## src/rtl/sram_arb_pkg.sv

```systemverilog
// sram_arb_pkg: shared types and widths for the SRAM port arbiter
package sram_arb_pkg;
  typedef enum logic [1:0] {IDLE, BUSY_I, BUSY_D} state_t;
  localparam logic [3:0] WEN_READ = 4'b0000;
  localparam int LAT_W = $clog2(4 + 1);
  localparam int STARVE_W = $clog2(15 + 1);
endpackage

```

## src/rtl/arb_starve_ctr.sv

```systemverilog
// arb_starve_ctr: saturating count of fetch conflicts lost to data
module arb_starve_ctr import sram_arb_pkg::*; #(
  parameter int MAX = 3
) (
  input  logic clk,
  input  logic rst,
  input  logic inc,
  input  logic clr,
  output logic at_max
);
  logic [STARVE_W-1:0] cnt;
  assign at_max = cnt == STARVE_W'(MAX);
  always_ff @(posedge clk)
    cnt <= (rst || clr) ? '0 : (inc && !at_max) ? cnt + 1'b1 : cnt;
endmodule

```

## src/rtl/sram_port_arbiter.sv

```systemverilog
// sram_port_arbiter: shares one synchronous SRAM between fetch and data ports
module sram_port_arbiter import sram_arb_pkg::*; #(
  parameter int MEM_LAT = 1,
  parameter int STARVE_MAX = 3
) (
  input  logic        clk,
  input  logic        rst,
  input  logic        inst_req,
  input  logic [31:0] inst_addr,
  output logic [31:0] inst_rdata,
  output logic        inst_ack,
  input  logic        data_req,
  input  logic [3:0]  data_wen,
  input  logic [31:0] data_addr,
  input  logic [31:0] data_wdata,
  output logic [31:0] data_rdata,
  output logic        data_ack,
  output logic        stall_inst,
  output logic        stall_data,
  output logic        mem_en,
  output logic [3:0]  mem_wen,
  output logic [31:0] mem_addr,
  output logic [31:0] mem_wdata,
  input  logic [31:0] mem_rdata
);
  state_t state;
  logic [LAT_W-1:0] lat_cnt;
  logic wr, idle, at_max, grant_i, grant_d, done;
  assign idle = state == IDLE && !rst;
  assign grant_i = idle && inst_req && (!data_req || at_max);
  assign grant_d = idle && data_req && !grant_i;
  assign done = !rst && state != IDLE && (wr || lat_cnt == LAT_W'(MEM_LAT));
  assign inst_ack = done && state == BUSY_I;
  assign data_ack = done && state == BUSY_D;
  assign inst_rdata = inst_ack ? mem_rdata : '0;
  assign data_rdata = data_ack ? mem_rdata : '0;
  assign stall_inst = inst_req && !inst_ack;
  assign stall_data = data_req && !data_ack;
  assign mem_en = grant_i || grant_d;
  assign mem_wen = grant_d ? data_wen : WEN_READ;
  assign mem_addr = grant_i ? inst_addr : grant_d ? data_addr : '0;
  assign mem_wdata = grant_d ? data_wdata : '0;
  arb_starve_ctr #(.MAX(STARVE_MAX)) u_starve (
    .clk(clk),
    .rst(rst),
    .inc(grant_d && inst_req),
    .clr(grant_i),
    .at_max(at_max)
  );
  always_ff @(posedge clk)
    if (rst) begin
      state <= IDLE;
      lat_cnt <= '0;
      wr <= 1'b0;
    end else if (mem_en) begin
      state <= grant_i ? BUSY_I : BUSY_D;
      lat_cnt <= LAT_W'(1);
      wr <= grant_d && data_wen != WEN_READ;
    end else if (done) begin
      state <= IDLE;
      lat_cnt <= '0;
      wr <= 1'b0;
    end else if (state != IDLE)
      lat_cnt <= lat_cnt + 1'b1;
endmodule

```

## config.mk

```make
export PLATFORM = sky130hd
export DESIGN_NAME = sram_port_arbiter
export DESIGN_NICKNAME = d
export VERILOG_FILES = /design/src/rtl/sram_arb_pkg.sv /design/src/rtl/arb_starve_ctr.sv /design/src/rtl/sram_port_arbiter.sv
export SDC_FILE = /design/constraint.sdc
export NUM_CORES = 1
export LEC_CHECK = 0
export ABC_AREA = 1
export ABC_CLOCK_PERIOD_IN_PS = 1600
export BUFFER_PORTS_ARGS = -buffer_cell sky130_fd_sc_hd__buf_2
export CAP_MARGIN = 5
export CORE_AREA = 3 3 105 107
export DETAILED_ROUTE_END_ITERATION = 10
export DIE_AREA = 0 0 108 110
export HOLD_SLACK_MARGIN = 0.05
export PLACE_DENSITY = 0.59
export SLEW_MARGIN = 20
export SYNTH_ARGS = -nofsm -noshare
export SYNTH_HDL_FRONTEND = slang
export SYNTH_SLANG_ARGS = --single-unit
```

## constraint.sdc

```tcl
create_clock -name clk -period 1.6 [get_ports clk]
set_input_delay 0.16 -clock clk [delete_from_list [all_inputs] [get_ports clk]]
set_output_delay 0.16 -clock clk [all_outputs]
set_load 0.01 [all_outputs]
```

# Yosys cells after proc, flatten, opt, wreduce, memory -nomap -nowiden
# Cells that the tools add are included.
[word_totals] regBits=10 in_bits=136 out_inout_bits=137 elab_cells=55
[op_classes] n_addsub=2 n_eq_ne=4 n_mux=14 reduce_logical=30
[ops] op="32-bit two-way mux" n=5
[ops] op="1-bit logical AND" n=14
[ops] op="1-bit logical NOT" n=6
[ops] op="2-bit two-way mux" n=3
[ops] op="1-bit two-way mux" n=5
[ops] op="4-bit by 1-bit adder with 4-bit output, second input constant" n=1
[ops] op="4-bit by 2-bit == test with 1-bit output, second input constant" n=1
[ops] op="1-bit logical OR" n=4
[ops] op="4-bit two-way mux" n=1
[ops] op="2-bit nonzero test" n=2
[ops] op="4-bit nonzero test" n=1
[ops] op="3-bit by 1-bit adder with 3-bit output, second input constant" n=1
[ops] op="3-bit by 1-bit == test with 1-bit output, second input constant" n=1
[ops] op="3-bit nonzero test" n=1
[ops] op="3-bit OR reduction" n=1
[ops] op="2-bit by 1-bit == test with 1-bit output, second input constant" n=1
[ops] op="2-bit == test, second input constant" n=1
[ops] op="2-bit logical NOT" n=1

# Depth between registers and ports, before layout
[logic_depth] ltp_word=8 depth_mapped=8 mapped_depth_nobuf=7

# By module
# From an unflattened synthesis, not the netlist that was laid out.
[hier_totals] cells_unflattened=376 hier_area_um2=1729.2
[by_module_without_submodules] module="sram_port_arbiter" n_inst=1 cells_per_inst=345 area_each_um2=1514.0 seq_area_each_um2=120.1
[by_module_without_submodules] module="arb_starve_ctr" n_inst=1 cells_per_inst=31 area_each_um2=215.2 seq_area_each_um2=80.1

# Worst setup path before layout
# Ideal clock, no wire load.
[synth_path] kind="register to output" from="register lat_cnt[0]" to="output port data_rdata[22]" t_arrival_ns=1.333 required_ns=1.440 path_slack_ns=0.107 path_stages_with_launch=7 n_path_buf=1 path_cell_list="dfxtp_1 ha_1 nand2_1 a21oi_1 nand3_1 clkbuf_1 nor2_1"
[synth_via] elab_chain_cells=5
[synth_rtl] item="from (decl)" line="sram_port_arbiter.sv:27" text="logic [LAT_W-1:0] lat_cnt;"
[synth_rtl] item="from (signal assigned)" line="sram_port_arbiter.sv:64" text="lat_cnt <= lat_cnt + 1'b1;"
[synth_rtl] item="3-bit by 1-bit == test with 1-bit output" line="sram_port_arbiter.sv:32" text="assign done = !rst && state != IDLE && (wr || lat_cnt == LAT_W'(MEM_LAT));"
[synth_rtl] item="1-bit logical OR" line="sram_port_arbiter.sv:32"
[synth_rtl] item="1-bit logical AND" line="sram_port_arbiter.sv:32"
[synth_rtl] item="1-bit logical AND" line="sram_port_arbiter.sv:34" text="assign data_ack = done && state == BUSY_D;"
[synth_rtl] item="32-bit two-way mux" line="sram_port_arbiter.sv:36" text="assign data_rdata = data_ack ? mem_rdata : '0;"
[synth_rtl] item="to (decl)" line="sram_port_arbiter.sv:16" text="output logic [31:0] data_rdata,"
# Every way passes these cells.

# Worst setup path in the final report
[layout_path] from="register state[0]" to="output port mem_addr[25]"
[layout_via] elab_chain_cells=8 word_cells_on_any_way=9 cone_classes="mux: 2; reduce/logical: 7"
[layout_rtl] item="from (decl)" line="sram_port_arbiter.sv:26" text="state_t state;"
[layout_rtl] item="from (signal assigned)" line="sram_port_arbiter.sv:56" text="state <= grant_i ? BUSY_I : BUSY_D;"
[layout_rtl] item="2-bit logical NOT *" line="sram_port_arbiter.sv:29" text="assign idle = state == IDLE && !rst;"
[layout_rtl] item="1-bit logical AND *" line="sram_port_arbiter.sv:29"
[layout_rtl] item="1-bit logical AND (2 in a row)" line="sram_port_arbiter.sv:30" text="assign grant_i = idle && inst_req && (!data_req || at_max);"
[layout_rtl] item="1-bit logical NOT" line="sram_port_arbiter.sv:31" text="assign grant_d = idle && data_req && !grant_i;"
[layout_rtl] item="1-bit logical AND" line="sram_port_arbiter.sv:31"
[layout_rtl] item="32-bit two-way mux" line="sram_port_arbiter.sv:41" text="assign mem_addr = grant_i ? inst_addr : grant_d ? data_addr : '0;"
[layout_rtl] item="32-bit two-way mux *" line="sram_port_arbiter.sv:41"
[layout_rtl] item="to (decl)" line="sram_port_arbiter.sv:22" text="output logic [31:0] mem_addr,"
# Mark *: on every way between the ends. The rest lies on a longest branch, timed or not.

==> flow_metrics.tcl <==
set metrics [dict create \
    outcome "complete, but fails checks" \
    violations "negative setup slack" \
    grt_max_degree 35 \
    io_buffers 272 \
    routed_wl_mm 11.2 \
    die_y_um 110 \
    drive_above_1_share 0.668 \
    r2r_setup_slack_ns 0.10 \
    rr_worst_depth 8 \
    ys_types 21 \
    ys.warnings.count 0 \
    ctsHoldBuffers 0 \
    power.density_nw_per_um2 403 \
    r2r-start "state[0]" \
    wl_met3_mm 1.16 \
    synth-seq-cells 10 \
    diodes 0 \
    routabilityCongestion 0.780 \
    hold_violations 0 \
    cts_tree "done" \
    synthDominantCellAreaShare 0.225 \
    vias 3405 \
    cts_root_buf "clkbuf_8" \
    met1_length_mm 3.70 \
    postRouteAntennaNets 0 \
    top_layer "met4" \
    worstPathRequired_ns 1.44 \
    synth.cell_area_um2 1780 \
    synth_top_area_cell "nor2_1" \
    post_drt_wl_per_cell_um 13.8 \
    rsz0062_at_grt "true" \
    min_path_type "in2reg" \
    p_leak_nw 2.88 \
    relSlewSlack 0.825 \
    drt_iter0_markers 106 \
    die_x_um 108 \
    async_reset_ff_frac 0 \
    drc 0 \
    syn_nets 509 \
    first_global_vias 2876 \
    ioPinCount 273 \
    firstDrtPassIters 4 \
    h-tree-depth 1 \
    fin_hold_ws_ns 0.161 \
    layout_setup_ws_ns -0.166 \
    clk_latency_ns 0.24 \
    vias_per_cell 4.18 \
    crit_type "reg2out" \
    cp.arrival_ns 1.61 \
    synth-main-ff-cell "dfxtp_1" \
    ys_seq_area_frac 0.112 \
    dieArea_um2 11900 \
    synth_edf_count 0 \
    r2r-end "u_starve.cnt[1]" \
    clkSinkCount 10 \
    end_kind "primary output" \
    place_hpwl_mm 7.91 \
    start_util 0.174 \
    fin_util 0.468 \
    core_um2 10200 \
    cts_buffers 3 \
    synthTopCellsByCount "nor2_1, inv_1, nand2_1, nand3_1, dfxtp_1" \
    num_rows 37 \
    synth_cells 370 \
    syn_area_per_cell_um2 4.82 \
    setup_violations 136 \
    period_minus_slack_ns 1.77 \
    fmax_ghz 0.566 \
    yosys-top-cells-area "nor2_1, inv_1, nand2_1" \
    worstSetupEndpoint "mem_addr[25]" \
    fin_skew_ns 0.00107 \
    crit_chain "nor2_4 -> nand2_4 -> nor2_8 -> nand2_8 -> buf_12 -> nand3_2 -> nand2_2 -> buf_6" \
    grt.overflow.total 0 \
    synthToLayoutAreaGrowth_pct 169 \
    final_nets 818 \
    clk_path_buf_depth 2 \
    path_max_fanout 8 \
    critPathMaxStageDelay_ns 0.33 \
    min_from "rst" \
    maxCapViolCount 0 \
    critPathSlowestCell "dfxtp_2" \
    grt_first_pass_wirelength_mm 14.6 \
    route.met2.wl_mm 6.16 \
    ir_drop_mv 0.304 \
    critPathLaunchType "flip-flop" \
    synth.most_common_cell "nor2_1" \
    slew_viol_final 0 \
    tightest_slew_ns 0.263 \
    path_clk_slew_ns 0.05 \
    power_w 0.00193 \
    timing.final.crit_share 1.10 \
    antenna_found_initial 0 \
    track_usage 0.155 \
    crit_start "state[0]" \
]
==> routing by layer <==
metal	GRT usage	vias to the layer above
met5	0	-
met4	0.0271	0
met3	0.0466	12
met2	0.305	194
met1	0.165	1485
li1	-	1714
==> report_power, final <==
group	internal (W)	total [W]	switching, W
sequential	0.000271	0.000288	0.0000162
clock	0.000217	0.000329	0.000112
combinational	0.000614	0.00131	0.000698
total	0.00110	0.00193	0.000826
==> layout make-up <==
type                    instances  area (um2)
fillers                      1059        5440
repair buffers                311        2110
multi-input cells             266        1870
inverters                      84         337
flip-flops and latches         10         205
well taps                     136         170
clock buffers                   4        55.1
repair inverters                3        36.3
==> worst min path at each step <==
stage | to | slack, ns | depth (start not counted)
finish | lat_cnt[0] | 0.16 | 2
detailed placement | lat_cnt[0] | 0.39 | 2
floorplan | lat_cnt[0] | 0.23 | 1
global placement | lat_cnt[0] | 0.39 | 2
CTS | lat_cnt[0] | 0.15 | 2
global route | lat_cnt[0] | 0.16 | 2
==> critical path: cells and delay by family, from the launching register on <==
family	cells	cell delay [ns]
buf+inv	2	0.32
flops	1	0.33
simple gates	6	0.72
==> registers in the layout (all words and copies together) (netlist names) <==
name	count
lat_cnt	3
u_starve.cnt	4
wr	1
state	2
==> placed cells by master, fill, tap and decap left out, types with 8 or more instances in the layout <==
cell type,n
nand3_2,26
nand2_8,9
nand3_1,8
buf_2,237
buf_12,8
nand3_4,8
nand2_2,21
nor2_4,20
nor2_2,31
inv_1,80
nor2_1,57
buf_4,19
buf_6,41
nand2_1,56
==> stage by stage <==
step / cells / setup TNS [ns] / cell area (um2) / setup WS [ns]
CTS: 799 / -11.71 / 4000 / -0.150
finish: 814 / -13.31 / 4790 / -0.166
global route: 814 / -26.35 / 4790 / -0.258
floorplan: 370 / 0 / 1780 / 0.107
detailed placement: 778 / 0 / 3390 / 0.0395
global placement: 778 / 0 / 3390 / 0.0579
==> logic make-up (layout without fill, tap and decap cells) <==
kind of cell	Yosys count	count (layout)	synth area share
and+or+nand+nor	242	250	0.583
DFF	10	10	0.112
adders and majority gates	3	3	0.0210
buffers and inverters	102	402	0.241
AOI/OAI and AO/OA	11	11	0.0323
xor gates and xnor gates	2	2	0.00982
==> what timing repair did <==
item / in CTS / in global routing
setup buffers: 8 / 7
gates cloned: 9 / 8
pin swaps: 18 / 33
endpoints found under the setup margin: 136 / 140
resized for setup: 79 / 143
(Power assumes the default switching activity.)
